## src/rtl/mc_pkg.sv

```systemverilog
// mc_pkg: shared definitions for the multi-cycle control FSM.
// Holds the state encoding, opcode constants, the ALUOp, PC_Src and Err_Code
// encodings, and opcode-class helper functions.
package mc_pkg;

    typedef enum logic [3:0] {
        StFetch   = 4'd0,
        StDecode  = 4'd1,
        StExec    = 4'd2,
        StAluWb   = 4'd3,
        StMemAddr = 4'd4,
        StMemRd   = 4'd5,
        StMemWb   = 4'd6,
        StMemWr   = 4'd7,
        StBranch  = 4'd8,
        StJump    = 4'd9,
        StHalt    = 4'd10,
        StError   = 4'd11
    } state_t;

    // Opcodes (IR[31:26])
    localparam logic [5:0] OpLw   = 6'h10;
    localparam logic [5:0] OpSw   = 6'h11;
    localparam logic [5:0] OpJmp  = 6'h18;
    localparam logic [5:0] OpHalt = 6'h3F;

    // ALU function select
    localparam logic [2:0] AluMov = 3'd0;
    localparam logic [2:0] AluAnd = 3'd1;
    localparam logic [2:0] AluAdd = 3'd2;
    localparam logic [2:0] AluSub = 3'd3;
    localparam logic [2:0] AluOr  = 3'd4;
    localparam logic [2:0] AluXor = 3'd5;
    localparam logic [2:0] AluSll = 3'd6;
    localparam logic [2:0] AluSlt = 3'd7;

    // PC source select
    localparam logic [1:0] PcSrcInc    = 2'd0;
    localparam logic [1:0] PcSrcBranch = 2'd1;
    localparam logic [1:0] PcSrcJump   = 2'd2;

    // Sticky error codes
    localparam logic [1:0] ErrNone    = 2'd0;
    localparam logic [1:0] ErrIllegal = 2'd1;
    localparam logic [1:0] ErrTimeout = 2'd2;

    // Wait counter width; covers MEM_TIMEOUT up to 255
    localparam int unsigned WaitW = 8;

    // 0x00-0x0F: register and immediate ALU ops
    function automatic logic is_alu_op(input logic [5:0] op);
        return op[5:4] == 2'b00;
    endfunction

    // 0x14-0x17: conditional branches
    function automatic logic is_branch_op(input logic [5:0] op);
        return op[5:2] == 4'b0101;
    endfunction

endpackage

```

## src/rtl/mc_wait_timer.sv

```systemverilog
// mc_wait_timer: counts memory wait cycles and flags a bus timeout.
// Ports:
//   clk, rst   - clock, asynchronous active-high reset
//   active     - FSM is in a state that waits on memory
//   mem_ready  - memory completes this cycle
//   clear      - FSM changes state this cycle; restart the count
//   timeout    - this is the MEM_TIMEOUT-th consecutive not-ready cycle
module mc_wait_timer
    import mc_pkg::*;
#(
    parameter int unsigned MEM_TIMEOUT = 15
) (
    input  logic clk,
    input  logic rst,
    input  logic active,
    input  logic mem_ready,
    input  logic clear,
    output logic timeout
);

    localparam logic [WaitW-1:0] Limit = WaitW'(MEM_TIMEOUT - 1);

    logic [WaitW-1:0] wait_q;

    always_ff @(posedge clk or posedge rst) begin
        if (rst) begin
            wait_q <= '0;
        end else if (clear || !active) begin
            wait_q <= '0;
        end else if (!mem_ready) begin
            wait_q <= wait_q + WaitW'(1);
        end
    end

    // Fires on the cycle whose not-ready would make the count reach MEM_TIMEOUT;
    // a Mem_Ready in that same cycle suppresses it.
    assign timeout = active && !mem_ready && (wait_q == Limit);

endmodule

```

## src/rtl/mc_control.sv

```systemverilog
// mc_control: multi-cycle control FSM for the 32-bit CPU.
// Sequences FETCH -> DECODE -> EXEC/MEM/BRANCH/JUMP -> writeback, one
// instruction at a time, counts retired instructions and traps on illegal
// opcodes and memory timeouts.
// Ports:
//   Clk, Reset            - clock, asynchronous active-high reset
//   Opcode                - IR[31:26], valid from DECODE onward
//   Branch_Flag           - ALU compare result, used in BRANCH
//   Mem_Ready             - memory completes the current access
//   ALUOp, BorN, ALU_SrcB - ALU selects
//   Mem_Read, Mem_Write   - memory requests
//   IR_Write, PC_Write, PC_Src - IR/PC update controls
//   Reg_Write, Reg_Dst, Mem_to_Reg - register-file writeback controls
//   Halted, Err_Code      - stop indication and sticky error code
//   Instr_Count           - retired-instruction counter (wraps)
module mc_control
    import mc_pkg::*;
#(
    parameter int unsigned CNT_W       = 16,
    parameter int unsigned MEM_TIMEOUT = 15
) (
    input  logic             Clk,
    input  logic             Reset,
    input  logic [5:0]       Opcode,
    input  logic             Branch_Flag,
    input  logic             Mem_Ready,
    output logic [2:0]       ALUOp,
    output logic [1:0]       BorN,
    output logic             ALU_SrcB,
    output logic             Mem_Read,
    output logic             Mem_Write,
    output logic             IR_Write,
    output logic             PC_Write,
    output logic [1:0]       PC_Src,
    output logic             Reg_Write,
    output logic             Reg_Dst,
    output logic             Mem_to_Reg,
    output logic             Halted,
    output logic [1:0]       Err_Code,
    output logic [CNT_W-1:0] Instr_Count
);

    state_t           state_q, state_d;
    logic [5:0]       op_q;
    logic [1:0]       err_q, err_d;
    logic [CNT_W-1:0] cnt_q;
    logic             retire;
    logic             wait_active;
    logic             timeout;

    assign wait_active = (state_q == StFetch) || (state_q == StMemRd) || (state_q == StMemWr);

    mc_wait_timer #(
        .MEM_TIMEOUT(MEM_TIMEOUT)
    ) u_wait_timer (
        .clk      (Clk),
        .rst      (Reset),
        .active   (wait_active),
        .mem_ready(Mem_Ready),
        .clear    (state_d != state_q),
        .timeout  (timeout)
    );

    // Next state, sticky error and retire strobe
    always_comb begin
        state_d = state_q;
        err_d   = err_q;
        retire  = 1'b0;
        unique case (state_q)
            StFetch: begin
                if (Mem_Ready) begin
                    state_d = StDecode;
                end else if (timeout) begin
                    state_d = StError;
                    err_d   = ErrTimeout;
                end
            end
            StDecode: begin
                // Decode uses the live Opcode; op_q is loaded on this same edge
                if (is_alu_op(Opcode)) begin
                    state_d = StExec;
                end else if (Opcode == OpLw || Opcode == OpSw) begin
                    state_d = StMemAddr;
                end else if (is_branch_op(Opcode)) begin
                    state_d = StBranch;
                end else if (Opcode == OpJmp) begin
                    state_d = StJump;
                end else if (Opcode == OpHalt) begin
                    state_d = StHalt;
                    retire  = 1'b1;
                end else begin
                    state_d = StError;
                    err_d   = ErrIllegal;
                end
            end
            StExec:    state_d = StAluWb;
            StAluWb: begin
                state_d = StFetch;
                retire  = 1'b1;
            end
            StMemAddr: state_d = (op_q == OpLw) ? StMemRd : StMemWr;
            StMemRd: begin
                if (Mem_Ready) begin
                    state_d = StMemWb;
                end else if (timeout) begin
                    state_d = StError;
                    err_d   = ErrTimeout;
                end
            end
            StMemWb: begin
                state_d = StFetch;
                retire  = 1'b1;
            end
            StMemWr: begin
                if (Mem_Ready) begin
                    state_d = StFetch;
                    retire  = 1'b1;
                end else if (timeout) begin
                    state_d = StError;
                    err_d   = ErrTimeout;
                end
            end
            StBranch, StJump: begin
                state_d = StFetch;
                retire  = 1'b1;
            end
            StHalt, StError: state_d = state_q;
            default: state_d = StFetch;
        endcase
    end

    always_ff @(posedge Clk or posedge Reset) begin
        if (Reset) begin
            state_q <= StFetch;
            op_q    <= '0;
            err_q   <= ErrNone;
            cnt_q   <= '0;
        end else begin
            state_q <= state_d;
            err_q   <= err_d;
            if (state_q == StDecode) begin
                op_q <= Opcode;
            end
            if (retire) begin
                cnt_q <= cnt_q + CNT_W'(1);
            end
        end
    end

    assign Instr_Count = cnt_q;

    // Output decode from state_q/op_q; Reset forces everything low even though
    // the reset state is FETCH, which would otherwise raise Mem_Read.
    always_comb begin
        ALUOp      = AluMov;
        BorN       = 2'b00;
        ALU_SrcB   = 1'b0;
        Mem_Read   = 1'b0;
        Mem_Write  = 1'b0;
        IR_Write   = 1'b0;
        PC_Write   = 1'b0;
        PC_Src     = PcSrcInc;
        Reg_Write  = 1'b0;
        Reg_Dst    = 1'b0;
        Mem_to_Reg = 1'b0;
        Halted     = 1'b0;
        Err_Code   = ErrNone;
        if (!Reset) begin
            Err_Code = err_q;
            unique case (state_q)
                StFetch: begin
                    Mem_Read = 1'b1;
                    IR_Write = Mem_Ready;
                    PC_Write = Mem_Ready;
                end
                StExec: begin
                    ALUOp    = op_q[2:0];
                    ALU_SrcB = op_q[3];
                end
                StAluWb: begin
                    ALUOp     = op_q[2:0];
                    ALU_SrcB  = op_q[3];
                    Reg_Write = 1'b1;
                    Reg_Dst   = ~op_q[3];
                end
                StMemAddr: begin
                    ALUOp    = AluAdd;
                    ALU_SrcB = 1'b1;
                end
                StMemRd: begin
                    ALUOp    = AluAdd;
                    ALU_SrcB = 1'b1;
                    Mem_Read = 1'b1;
                end
                StMemWb: begin
                    Reg_Write  = 1'b1;
                    Mem_to_Reg = 1'b1;
                end
                StMemWr: begin
                    ALUOp     = AluAdd;
                    ALU_SrcB  = 1'b1;
                    Mem_Write = 1'b1;
                end
                StBranch: begin
                    ALUOp    = AluSub;
                    BorN     = op_q[1:0];
                    PC_Write = Branch_Flag;
                    PC_Src   = PcSrcBranch;
                end
                StJump: begin
                    PC_Write = 1'b1;
                    PC_Src   = PcSrcJump;
                end
                StHalt, StError: Halted = 1'b1;
                default: ;
            endcase
        end
    end

endmodule
```

## config.mk

```make
export PLATFORM = sky130hd
export DESIGN_NAME = mc_control
export DESIGN_NICKNAME = d
export VERILOG_FILES = /design/src/rtl/mc_pkg.sv /design/src/rtl/mc_wait_timer.sv /design/src/rtl/mc_control.sv
export SDC_FILE = /design/constraint.sdc
export NUM_CORES = 1
export LEC_CHECK = 0
export BUFFER_PORTS_ARGS = -buffer_cell sky130_fd_sc_hd__buf_4
export CORE_MARGIN = 3
export CORE_UTILIZATION = 40
export DETAILED_ROUTE_END_ITERATION = 8
export GPL_TIMING_DRIVEN = 0
export HOLD_SLACK_MARGIN = 0.02
export SLEW_MARGIN = 25
export SYNTH_ARGS = -nofsm -noshare
export SYNTH_HDL_FRONTEND = slang
export SYNTH_HIERARCHICAL = 1
export SYNTH_SLANG_ARGS = --single-unit
```

## constraint.sdc

```tcl
create_clock -name Clk -period 6.4 [get_ports Clk]
set_clock_uncertainty 0.1 [all_clocks]
set_input_delay 0.32 -clock Clk [delete_from_list [all_inputs] [get_ports Clk]]
set_output_delay 0.32 -clock Clk [all_outputs]
set_load 0.05 [all_outputs]
```

# --- After elaboration in Yosys (flattened, before gate mapping) ---
# Cells that the tools add are included.
totals:
  inputBits: 10
  elab_cells: 107
  out_inout_bits: 34
  register_bits: 36
classes:
  bitwise: 1
  addsub: 2
  muxes: 53
  n_eq_ne: 27
  reduce_logical: 19
ops:
  columns: ["cell", "n"]
  rows:
  - ["2-bit 2-to-1 mux", 14]
  - ["4-bit case mux with 7 select lines", 1]
  - ["6-bit by 5-bit == test with 1-bit output, second input constant", 4]
  - ["4-bit 2-to-1 mux", 6]
  - ["1-bit 2-to-1 mux", 23]
  - ["4-bit by 3-bit == test with 1-bit output, second input constant", 5]
  - ["16-bit by 1-bit adder with 16-bit output, second input constant", 1]
  - ["4-bit == test, second input constant", 4]
  - ["8-bit 2-to-1 mux", 2]
  - ["2-bit inequality test, second input constant", 6]
  - ["3-bit case mux with 3 select lines", 1]
  - ["8-bit by 1-bit adder with 8-bit output, second input constant", 1]
  - ["4-bit by 2-bit == test with 1-bit output, second input constant", 2]
  - ["8-bit by 4-bit == test with 1-bit output, second input constant", 1]
  - ["2-bit case mux with 2 select lines", 2]
  - ["8-bit AND reduction", 1]
  - ["2-bit OR reduction", 4]
  - ["6-bit == test, second input constant", 1]
  - ["1-bit case mux with 3 select lines", 2]
  - ["3-bit OR reduction", 2]
  - ["4-bit by 1-bit == test with 1-bit output, second input constant", 1]
  - ["4-bit logical NOT", 1]
  - ["1-bit logical OR", 4]
  - ["2-bit by 1-bit inequality test with 1-bit output, second input constant", 2]
  - ["9 further kinds", 11]

# --- Depth between registers and ports, before layout ---
# Gate-level depths: netlist of the first run.
logic_depth:
  word_depth: 11
  ltp_mapped: 14
  depth_no_buf: 12

# --- Cells and area by module ---
# Netlist of the first run, hierarchy kept.
by_module_without_submodules:
  columns: ["module", "cells_each", "n_inst", "area_each_um2", "seq_area_each_um2"]
  rows:
  - ["mc_control", 190, 1, 1750.4, 700.7]
  - ["mc_wait_timer", 45, 1, 432.9, 200.2]

# --- Worst setup path before layout of the first run ---
# OpenSTA, ideal clock, no wires.
synth_path:
  kind: "register to output"
  startpoint: "register state_q[1]"
  endpoint: "output port BorN[0]"
  arrival_time_ns: 2.983
  path_buffers: 2
  slack_ns: 2.997
  stages_incl_launch_ff: 5
  required_ns: 5.980
  cell_sequence: "dfrtp_1 -> buf_2 -> clkbuf_1 -> nor4_1 -> and2_1"
synth_between:
  elab_chain_cells: 3
synth_rtl:
  columns: ["item", "line", "text"]
  rows:
  - ["start: declaration", "mc_control.sv:43", "state_t state_q, state_d;"]
  - ["start signal: assignment", "mc_control.sv:134", "state_q <= StFetch;"]
  - ["start signal: assignment", "mc_control.sv:139", "state_q <= state_d;"]
  - ["4-bit == test", "mc_control.sv:170", "unique case (state_q)"]
  - ["2-bit 2-to-1 mux", "mc_control.sv:170", null]
  - ["2-bit 2-to-1 mux", "mc_control.sv:168", "if (!Reset) begin"]
  - ["end: declaration", "mc_control.sv:28", "output logic [1:0] BorN,"]
# No other way between the ends.

# --- Worst setup path after layout of the first run ---
layout_path:
  startpoint: "register state_q[1]"
  endpoint: "register u_wait_timer.wait_q[7]"
layout_between:
  elab_chain_cells: 11
  elab_cells_between_ends: 23
  classes_between: "eq/ne: 9; mux: 6; reduce/logical: 8"
layout_rtl:
  columns: ["item", "line", "text"]
  rows:
  - ["4-bit by 3-bit == test with 1-bit output / 4-bit logical NOT (equally long branches)", "mc_control.sv:51", "assign wait_active = (state_q == StFetch) || (state_q == StMemRd) || (state_q == StMemWr);"]
  - ["1-bit logical OR", "mc_control.sv:51", null]
  - ["1-bit logical OR (*)", "mc_control.sv:51", null]
  - ["1-bit logical AND (*) (2 in a row)", "mc_wait_timer.sv:37", "assign timeout = active && !mem_ready && (wait_q == Limit);"]
  - ["via timeout", "mc_control.sv:49", "logic timeout;"]
  - ["4-bit 2-to-1 mux (*)", "mc_control.sv:73, mc_control.sv:105, mc_control.sv:118", null]
  - ["4-bit 2-to-1 mux, on equally long branches", "mc_control.sv:115, mc_control.sv:71, mc_control.sv:103", null]
  - ["4-bit case mux with 7 select lines (*)", "mc_control.sv:69", "unique case (state_q)"]
  - ["4-bit inequality test (*)", "mc_control.sv:60", ".clear (state_d != state_q),"]
  - ["1-bit logical OR (*)", "mc_wait_timer.sv:28", "end else if (clear || !active) begin"]
  - ["2-bit by 1-bit inequality test with 1-bit output (no line) / 8-bit 2-to-1 mux (equally long branches)", null, null]
  - ["end signal: assignment", "mc_wait_timer.sv:31", "wait_q <= wait_q + WaitW'(1);"]
  - ["end: declaration", "mc_wait_timer.sv:23", "logic [WaitW-1:0] wait_q;"]
# Mark *: on every way through the listed nets, which the timed path passes. The rest lies on a longest branch.
# A chain may end at the register's enable or synchronous reset.

==> key figures, run 1 <==
Outcome
  – Result of the run: completed

Drt
  – Via count of the routed design: around 1900
  – Routed vias/inst: ~5.3
  – DR WL/cell: ~14 um
  – TritonRoute pass-1 iters: 4
  – Number of remaining DRC errors: 0
  – Drt first-iter violations: 89
  – Antenna Nets Post-Route: 0
  – Routed wire length: 5110 um

Floorplan
  – Initial core utilization: 0.419
  – Core Region: 0.00520 sq mm
  – Top Ports: 44
  – Total die area: 0.00638 sq mm
  – Height of the chip: 79.9 um
  – Die width: ~80 um
  – Std-Cell Rows: 26

Synth
  – Post-Synthesis Cells: about 240
  – Biggest area contributors in the synthesized netlist: dfrtp_1, xnor2_1, mux2_2
  – Post-Synthesis Net Count: 248
  – Synth warn: 6
  – Library cell occupying the most area in the post-synthesis netlist: dfrtp_1
  – Share of the synthesized area in the top cell type: 0.413
  – Number of synthesized flops with an enable pin: 0
  – Synth cell types: 47
  – Synthesized area: 0.00218 sq mm
  – Async set-reset flop share out of synthesis: 1.00
  – Flip-flop and latch count after synthesis: 36
  – Cell with the most instances after synthesis: dfrtp_1
  – Most used DFF post-synth: dfrtp_1
  – Top cell types by occurrence after synthesis: dfrtp_1, nand2_1, nor2_1
  – Register area share after synthesis: 0.413
  – Mean cell area of the mapped netlist: 9.29 sq um

Clocking
  – H-tree levels: 2
  – Root Buffer Master: clkbuf_8
  – CTS max path bufs: 2
  – Clock Latency Late Sink: 290 ps
  – Resized Gates After CTS: 0
  – Clock tree from TritonCTS: yes
  – Clock-pin slew reported for the worst setup and hold paths after clock tree synthesis: 80 ps
  – CTS Buf Count: 5
  – Clock tree sinks: 36

Timing
  – Pins Over Slew Limit: 0
  – Hold Vio Cnt, Final: 0
  – Share of the cycle needed by the critical path after routing: 0.605
  – Max Freq: 258 MHz
  – Sum of negative setup slack: 0 ps
  – Worst-Margin Slew: 950 ps
  – Max-Slew Margin vs Limit: 0.358
  – Fin crit period: between 3000 and 4000 ps
  – RSZ-0062 raised after global routing: false
  – # setup viols final: 0

Layout
  – Area Overhead vs Synth: 23.3%
  – NumNets Final: 299
  – Diode insertion count for antenna repair: 0
  – Layout cell share with drive strength beyond 1: 0.254
  – Core Util, Final: 0.517
  – Total of fill cells in the finished design: 507
  – Number of non-filler instances in the completed layout: 357

Power
  – Power Density: roughly 380 mW/mm^2
  – Worst-case vdd ir drop: 0.377 mV
  – Leakage: 1.20 nW

Setup path
  – Highest net fanout along the worst path: 10
  – Critical path type: reg -> reg
  – Critical Path AT: 3950 ps
  – Setup slack, reg-to-reg: roughly 2500 ps
  – Worst path required time: about 6500 ps
  – Crit path launch type: register
  – Type of element capturing the critical path: register

Global routing
  – Largest net degree at the start of global routing: 29
  – First-pass GRT wire length: slightly below 9000 um
  – Via count of the first global-routing pass: 1838
  – Total congestion overflow after global routing: 0
  – Gr usage total: 0.174
  – Antenna violations before repair: 0

Placement
  – Gp weighted congestion: 0.879
  – Detail Placement HPWL: 3820 um
  – Post-Place Cells: 348
  – Number of buffers inserted by port buffering: between 40 and 50

Worst hold path
  – Tightest Hold Check Type: in -> reg

Run
  – Max-cap violation count: 0
## worst max-delay path, cell delays in order, from the launching register on
cell and delay, ps:
dfrtp_1 410, buf_2 190, or3_1 370, a21oi_1 270, nand2_1 80, nor4_1 150, nor4b_1 800, nor2b_1 300
a221oi_1 120, a31oi_1 160, nor3_1 60, o21ai_0 80, nand2b_1 130, clkbuf_1 310, o21ba_2 210
## cells by family after synthesis
kind of cell               synth area share
muxes                                0.0361
and+or+nand+nor                       0.304
adders and majority gates            0.0172
xor gates and xnor gates             0.0762
DFF                                   0.413
buffers and inverters                0.0413
AOI/OAI and AO/OA                     0.112
## sequential cells by signal (all words and copies together) (netlist names)
name and flops:
err_q 2, Instr_Count 16, op_q 6, state_q 4, u_wait_timer/wait_q 8
## stage by stage
step	worst slack (ps)	instance area (sq um)	hold slack (ps)	power (mW)
after floorplan	3000	2180	35.7	0.728
after global placement	2660	2590	260	0.870
after detailed placement	2660	2590	252	0.870
after CTS	2620	2690	174	1.04
after global routing	2250	2690	182	1.10
final	2530	2690	181	1.03
## path summary, 6_finish.rpt
| kind | start | to | cells after the start |
|---|---|---|---|
| setup / recovery | state_q[1] | u_wait_timer/wait_q[7] | 14 |
| hold / removal | Opcode[0] | op_q[0] | 2 |
| setup reg to reg | state_q[1] | u_wait_timer/wait_q[7] | 14 |
| hold reg to reg | Instr_Count[15] | Instr_Count[15] | 1 |
| max in group asynchronous | Reset | Instr_Count[15] | 4 |
| min in group asynchronous | Reset | u_wait_timer/wait_q[6] | 3 |
## repair_timing
action | CTS | global route
buffers inserted | 0 | 0
hold buffers | 1 | 0
endpoints found under the hold margin | 8 | 0
## layout make-up
cell class                 instances  area (sq um)  area share
buffer                            11          60.1      0.0223
sequential                        36           901       0.335
timing repair buffer              44           333       0.124
multi-input combinational        180          1190       0.443
clock buffer                       5          68.8      0.0256
clock inverter                     3          18.8     0.00697
tap                               70          87.6      0.0325
inverter                           8          30.0      0.0112
## per-layer routing
layer / up-vias / track usage / wire length [um]
li1: 946 / - / -
met1: 902 / 0.241 / 2370
met2: 55 / 0.274 / 2470
met3: 3 / 0.0485 / 239
met4: 0 / 0.0304 / 22
met5: - / 0 / 0
## report_power, final
| part | leakage, nW | internal [mW] | switching [mW] |
|---|---|---|---|
| Sequential | 0.470 | 0.278 | 0.0472 |
| Combinational | 0.685 | 0.203 | 0.340 |
| Clock | 0.0479 | 0.0759 | 0.0862 |
| Total | 1.20 | 0.557 | 0.473 |
## layout by cell type, fill, tap and decap left out, types with 7 or more instances in the layout
cell type,Yosys,routed
mux2_2,7,7
a21oi_1,11,11
nand2b_1,7,7
nor3_1,10,10
nor2_1,17,17
nand2_1,17,17
or3_1,7,7
nor2b_1,9,9
dfrtp_1,36,36
inv_1,8,7
o21ai_0,13,13
buf_4,0,43
xnor2_1,14,14
nand4_1,7,7
Power figures use the tool's default switching activity.
==> inputs of run 2 (changes only) <==
ABC_AREA = 1   (was unset)
clock period = 3.25 ns   (was 6.4 ns; I/O delays follow)
==> key figures, run 2 <==
Outcome
  – Result of the run: completed

Clocking
  – Root Buffer Master: clkbuf_8
  – H-tree levels: 2
  – Clock tree sinks: 36
  – CTS max path bufs: 2
  – Clock-pin slew reported for the worst setup and hold paths after clock tree synthesis: approximately 70 ps
  – Clock tree from TritonCTS: yes
  – CTS Buf Count: 5
  – Clock Latency Late Sink: 280 ps

Layout
  – Area Overhead vs Synth: 21.8%
  – Diode insertion count for antenna repair: 0
  – NumNets Final: around 420
  – Number of flip-flops under the largest register name: 16
  – Commonest cells after routing, fill and taps aside: nand2_1, nor2_1, buf_4
  – Leading cell type in the layout, fill and taps excluded: nand2_1
  – Layout cell share with drive strength beyond 1: 0.197

Power
  – Power Density: 797 mW/mm^2
  – Final total power: 2.37 mW
  – Leakage: 1.50 nW
  – Worst-case vdd ir drop: 0.527 mV

Drt
  – Via count of the routed design: 2394
  – Number of remaining DRC errors: 0
  – TritonRoute pass-1 iters: 4
  – DR WL/cell: 12.6 um
  – Routed wire length: about 6000 um
  – Drt first-iter violations: 127
  – Routed vias/inst: 5.00
  – Antenna Nets Post-Route: 0

Global routing
  – Largest net degree at the start of global routing: 30
  – Total congestion overflow after global routing: 0
  – First-pass GRT wire length: 10400 um
  – Antenna violations before repair: 0
  – Via count of the first global-routing pass: around 2300
  – Gr usage total: 0.176

Synth
  – Most used DFF post-synth: dfrtp_1
  – Cell with the most instances after synthesis: nand2_1
  – Synthesized area: 0.00245 sq mm
  – Share of the synthesized area in the top cell type: 0.368
  – Top cell types by occurrence after synthesis: nand2_1, nor2_1, inv_1
  – Number of synthesized flops with an enable pin: 0
  – Synth cell types: 29
  – Synth warn: 6
  – Biggest area contributors in the synthesized netlist: dfrtp_1, nand2_1, nor2_1
  – Mean cell area of the mapped netlist: between 6 and 7 sq um
  – Post-Synthesis Net Count: 366
  – Flip-flop and latch count after synthesis: 36
  – Post-Synthesis Cells: approximately 350
  – Register area share after synthesis: 0.368
  – Library cell occupying the most area in the post-synthesis netlist: dfrtp_1
  – Async set-reset flop share out of synthesis: 1.00

Floorplan
  – Initial core utilization: 0.428
  – Core Region: 0.00571 sq mm
  – Std-Cell Rows: 27
  – Height of the chip: between 80 and 90 um
  – Die width: 84.2 um
  – Total die area: 0.00709 sq mm
  – Top Ports: 44

Timing
  – RSZ-0062 raised after global routing: false
  – Max-Slew Margin vs Limit: 0.582
  – Fin crit period: about 2800 ps
  – Max Freq: 363 MHz
  – Sum of negative setup slack: 0 ps
  – Worst-Margin Slew: roughly 630 ps
  – Pins Over Slew Limit: 0
  – # setup viols final: 0
  – Share of the cycle needed by the critical path after routing: 0.848
  – Hold Vio Cnt, Final: 0

Placement
  – Number of buffers inserted by port buffering: 43
  – Gp weighted congestion: a little under 0.9
  – Detail Placement HPWL: 4710 um

Run
  – Max-cap violation count: 0

Setup path
  – Highest net fanout along the worst path: 9
  – Type of element capturing the critical path: register
  – Critical path type: reg -> reg
  – Critical Path AT: 2860 ps
  – Worst path required time: 3360 ps
  – Crit path launch type: register

Worst hold path
  – Tightest Hold Check Type: in -> reg
[run 2: cell count changes in the layout (fill, tap and decap cells not counted), moves of 8 or more]
cell and delta:
nand2_1 +72, nor2_1 +38, inv_1 +35, nand3_1 +29, xnor2_1 -11, nor2b_1 -9
o21ai_2 +8
[run 2: final cells by class]
cell class / count / area, sq um
Fill cell: 599 / 2730
Inverter: 48 / 180
Multi-Input combinational cell: 265 / 1330
Buffer: 4 / 37.5
Timing Repair Buffer: 46 / 353
Sequential cell: 36 / 901
Tap cell: 72 / 90.1
Clock buffer: 8 / 90.1
[run 2: worst paths after layout]
kind	endpoint	start	slack (ps)	cells past startpoint
max	u_wait_timer/wait_q[0]	state_q[0]	490	16
min	op_q[1]	Opcode[1]	40	3
max reg2reg	u_wait_timer/wait_q[0]	state_q[0]	490	16
min reg2reg	err_q[1]	err_q[1]	380	2
max in group asynchronous	op_q[3]	Reset	2160	3
min in group asynchronous	u_wait_timer/wait_q[3]	Reset	340	3
[run 2: where the power goes]
group	internal (mW)	switching, mW	leakage [nW]
sequential	0.575	0.118	0.475
combinational	0.418	0.936	0.977
clock	0.173	0.154	0.0455
[run 2: critical path, cell delays in order, from the launching register on]
cell,delay [ps]
dfrtp_1,380
buf_6,140
nor2_1,270
nand2_1,120
nand2_1,170
nand3_1,100
nor2_1,300
inv_1,120
nand2_1,140
nand3_1,100
nand3_1,110
nand2_1,50
nand2_1,60
nand2_1,90
nor2_4,200
o21ai_0,110
a21oi_1,120
[run 2: timing repair]
| item | 4_1_cts | 5_1_grt |
|---|---|---|
| hold buffers | 3 | 0 |
| hold endpoints to repair | 38 | 0 |
| setup endpoints to repair | 0 | 0 |
| buffers inserted | 0 | 0 |
| resized for setup | 0 | 0 |
[run 2: logic make-up (layout without fill, tap and decap cells)]
kind of cell    Yosys count  count (layout)  share of synthesized area
xor+xnor                 12              12                     0.0430
compound gates           38              38                     0.0931
simple gates            212             212                      0.391
buf+inv                  52             106                     0.0890
flops                    36              36                      0.368
fa+ha+maj                 3               3                     0.0153
[run 2: per-stage QoR]
stage	cells	setup slack, ps	area, sq um	hold WS, ps	utilization
floorplan	353	590	2450	-122	-
global placement	468	579	2860	96.1	0.501
detailed placement	468	558	2860	97.6	0.501
CTS	479	542	2980	29.4	0.522
global route	479	199	2980	54.3	0.522
finish	479	494	2980	40.7	0.522
[run 2: per-layer routing]
layer	global-route usage	wire length, um	vias up
met5	0	0	-
met4	0.0395	26	0
met3	0.0304	328	2
met2	0.298	2940	55
met1	0.234	2720	1100
li1	-	-	1237
==> inputs of run 3 (changes only) <==
ABC_AREA = 0   (was 1)
clock period = 2.5 ns   (was 3.25 ns; I/O delays follow)
==> key figures, run 3 (same netlist as run 1, synthesis figures left out) <==
Clocking
  – Clock tree from TritonCTS: yes
  – H-tree levels: 2
  – Clock Latency Late Sink: between 200 and 300 ps
  – Clock tree sinks: 36
  – CTS max path bufs: 2
  – CTS Buf Count: 5
  – Clock-pin slew reported for the worst setup and hold paths after clock tree synthesis: 80 ps
  – Root Buffer Master: clkbuf_8

Run
  – Max-cap violation count: 0

Layout
  – Layout cell share with drive strength beyond 1: 0.327
  – Final standard cell area without fillers: 0.00294 sq mm
  – Area Overhead vs Synth: 34.6%
  – Leading cell type in the layout, fill and taps excluded: buf_4
  – Commonest cells after routing, fill and taps aside: buf_4, dfrtp_1, nor2_1
  – NumNets Final: roughly 310
  – Diode insertion count for antenna repair: 0
  – Total of fill cells in the finished design: between 400 and 500
  – Number of flip-flops under the largest register name: 16
  – Number of non-filler instances in the completed layout: between 300 and 400

Timing
  – Final worst hold slack: ~160 ps
  – Worst Slack Setup Final: -315 ps
  – Share of the cycle needed by the critical path after routing: 1.13
  – RSZ-0062 raised after global routing: true
  – Max-Slew Margin vs Limit: 0.539
  – Max Freq: ~360 MHz
  – Hold Vio Cnt, Final: 0
  – # setup viols final: 8
  – Worst-Margin Slew: 689 ps
  – Sum of negative setup slack: -1910 ps
  – Fin crit period: between 2000 and 3000 ps
  – Pins Over Slew Limit: 0

Outcome
  – Violated checks: negative setup slack
  – Result of the run: complete, but fails checks

Setup path
  – Largest stage delay on the critical path: 400 ps
  – Critical path type: reg -> reg
  – Critical Path AT: 2910 ps
  – Worst path required time: 2590 ps
  – Slowest-stage cell, CP: dfrtp_1
  – Crit path launch type: register
  – Cell Chain, Critical Path: buf_6 -> or3_4 -> a21oi_4 -> nand2_2 -> nor4_2 -> nor4b_4 -> nor2b_4 -> a221oi_2 -> a31oi_1 -> nor3_1 -> o21ai_1 -> nand2b_1 -> clkbuf_8 -> o21ba_4
  – Type of element capturing the critical path: register
  – Highest net fanout along the worst path: 8

Power
  – Logic pwr share: 0.554
  – Power Density: 954 mW/mm^2
  – Seq pwr share: 0.300
  – Sw Ratio: 0.455
  – P_int: 1.53 mW
  – Leakage: 1.30 nW
  – Worst-case vdd ir drop: ~0.82 mV
  – Clock network fraction of total power: 0.146
  – Switching component of the power: between 1 and 1.5 mW

Placement
  – Number of buffers inserted by port buffering: 43
  – Detail Placement HPWL: 3870 um
  – Gp weighted congestion: between 0.8 and 0.9
  – Post-placement cell area: approximately 0.0027 sq mm
  – Worst slack, placed: -614 ps
  – Post-Place Cells: about 350

Drt
  – DR WL/cell: 14.9 um
  – Antenna Nets Post-Route: 0
  – Number of remaining DRC errors: 0
  – Routed wire length: 5500 um
  – TritonRoute pass-1 iters: 4
  – Via count of the routed design: 1935
  – Routed vias/inst: around 5.2
  – Drt first-iter violations: 129

Global routing
  – Antenna violations before repair: 0
  – Gr usage total: 0.181
  – Via count of the first global-routing pass: 1886
  – Total congestion overflow after global routing: 0
  – First-pass GRT wire length: 9140 um
  – Largest net degree at the start of global routing: 29

Floorplan
  – Std-Cell Rows: 26
  – Total die area: 0.00638 sq mm
  – Height of the chip: 79.9 um
  – Core Region: 0.00520 sq mm
  – Die width: 79.9 um
  – Initial core utilization: 0.419
  – Top Ports: 44

Worst hold path
  – Tightest Hold Check Type: in -> reg
==> run 3: cell types whose count changed in the layout (fill, tap and decap cells not counted), moves of 7 or more <==
| cell | delta |
|---|---|
| nand2_1 | -74 |
| nand3_1 | -29 |
| xnor2_1 | +11 |
| nand2b_1 | +7 |
| o21ai_2 | -8 |
| mux2_2 | +7 |
| nor2b_1 | +8 |
| nor2_1 | -38 |
| buf_4 | +8 |
| inv_1 | -35 |
==> run 3: final timing paths <==
path	slack [ps]	end	depth (start not counted)	startpoint
setup / recovery	-310	u_wait_timer/wait_q[7]	14	state_q[1]
setup reg to reg	-310	u_wait_timer/wait_q[7]	14	state_q[1]
hold reg to reg	380	Instr_Count[15]	1	Instr_Count[15]
hold / removal	160	u_wait_timer/wait_q[1]	3	Mem_Ready
max in group asynchronous	1200	state_q[2]	4	Reset
min in group asynchronous	280	u_wait_timer/wait_q[7]	3	Reset
==> run 3: what timing repair did <==
action                                  in CTS  in global routing
hold buffers                                 7                  0
gates cloned                                 0                  0
setup buffers                                5                  4
endpoints found under the setup margin      14                 13
pin swaps                                    8                  9
hold endpoints to repair                    14                  0
resized for setup                            7                 11
==> run 3: power groups by stage <==
stage / registers [mW] / clock network (mW) / logic [mW]
2_1_floorplan: 0.977 / 0 / 0.940
3_3_place_gp: 0.850 / 0 / 1.43
3_5_place_dp: 0.844 / 0 / 1.44
4_1_cts: 0.852 / 0.430 / 1.49
5_1_grt: 0.865 / 0.454 / 1.67
6_report: 0.840 / 0.411 / 1.55
==> run 3: metrics by stage <==
stage | power (mW) | utilization
finish | 2.80 | 0.565
global route | 2.99 | 0.565
CTS | 2.77 | 0.553
detailed placement | 2.28 | 0.511
global placement | 2.28 | 0.511
floorplan | 1.92 | -
==> run 3: cell type report <==
class | count | area [sq um] | share of cell area
Tap cell | 70 | 87.6 | 0.0298
Timing Repair Buffer | 59 | 464 | 0.158
Multi-Input combinational cell | 180 | 1300 | 0.442
Inverter | 8 | 30.0 | 0.0102
Buffer | 9 | 67.6 | 0.0230
Sequential cell | 36 | 903 | 0.307
Clock buffer | 5 | 68.8 | 0.0234
Clock inverter | 3 | 18.8 | 0.00639
==> run 3: critical path, delay by kind of cell, from the launching register on <==
family          cells  cell delay, ps
compound gates      5             620
buf+inv             2             270
flops               1             400
simple gates        7            1330
==> run 3: layer usage <==
layer	up-vias	track usage	wire [um]
met1	925	0.233	2410
met4	0	0.0490	15
li1	970	-	-
met5	-	0	0
met2	38	0.307	2850
met3	2	0.0395	219
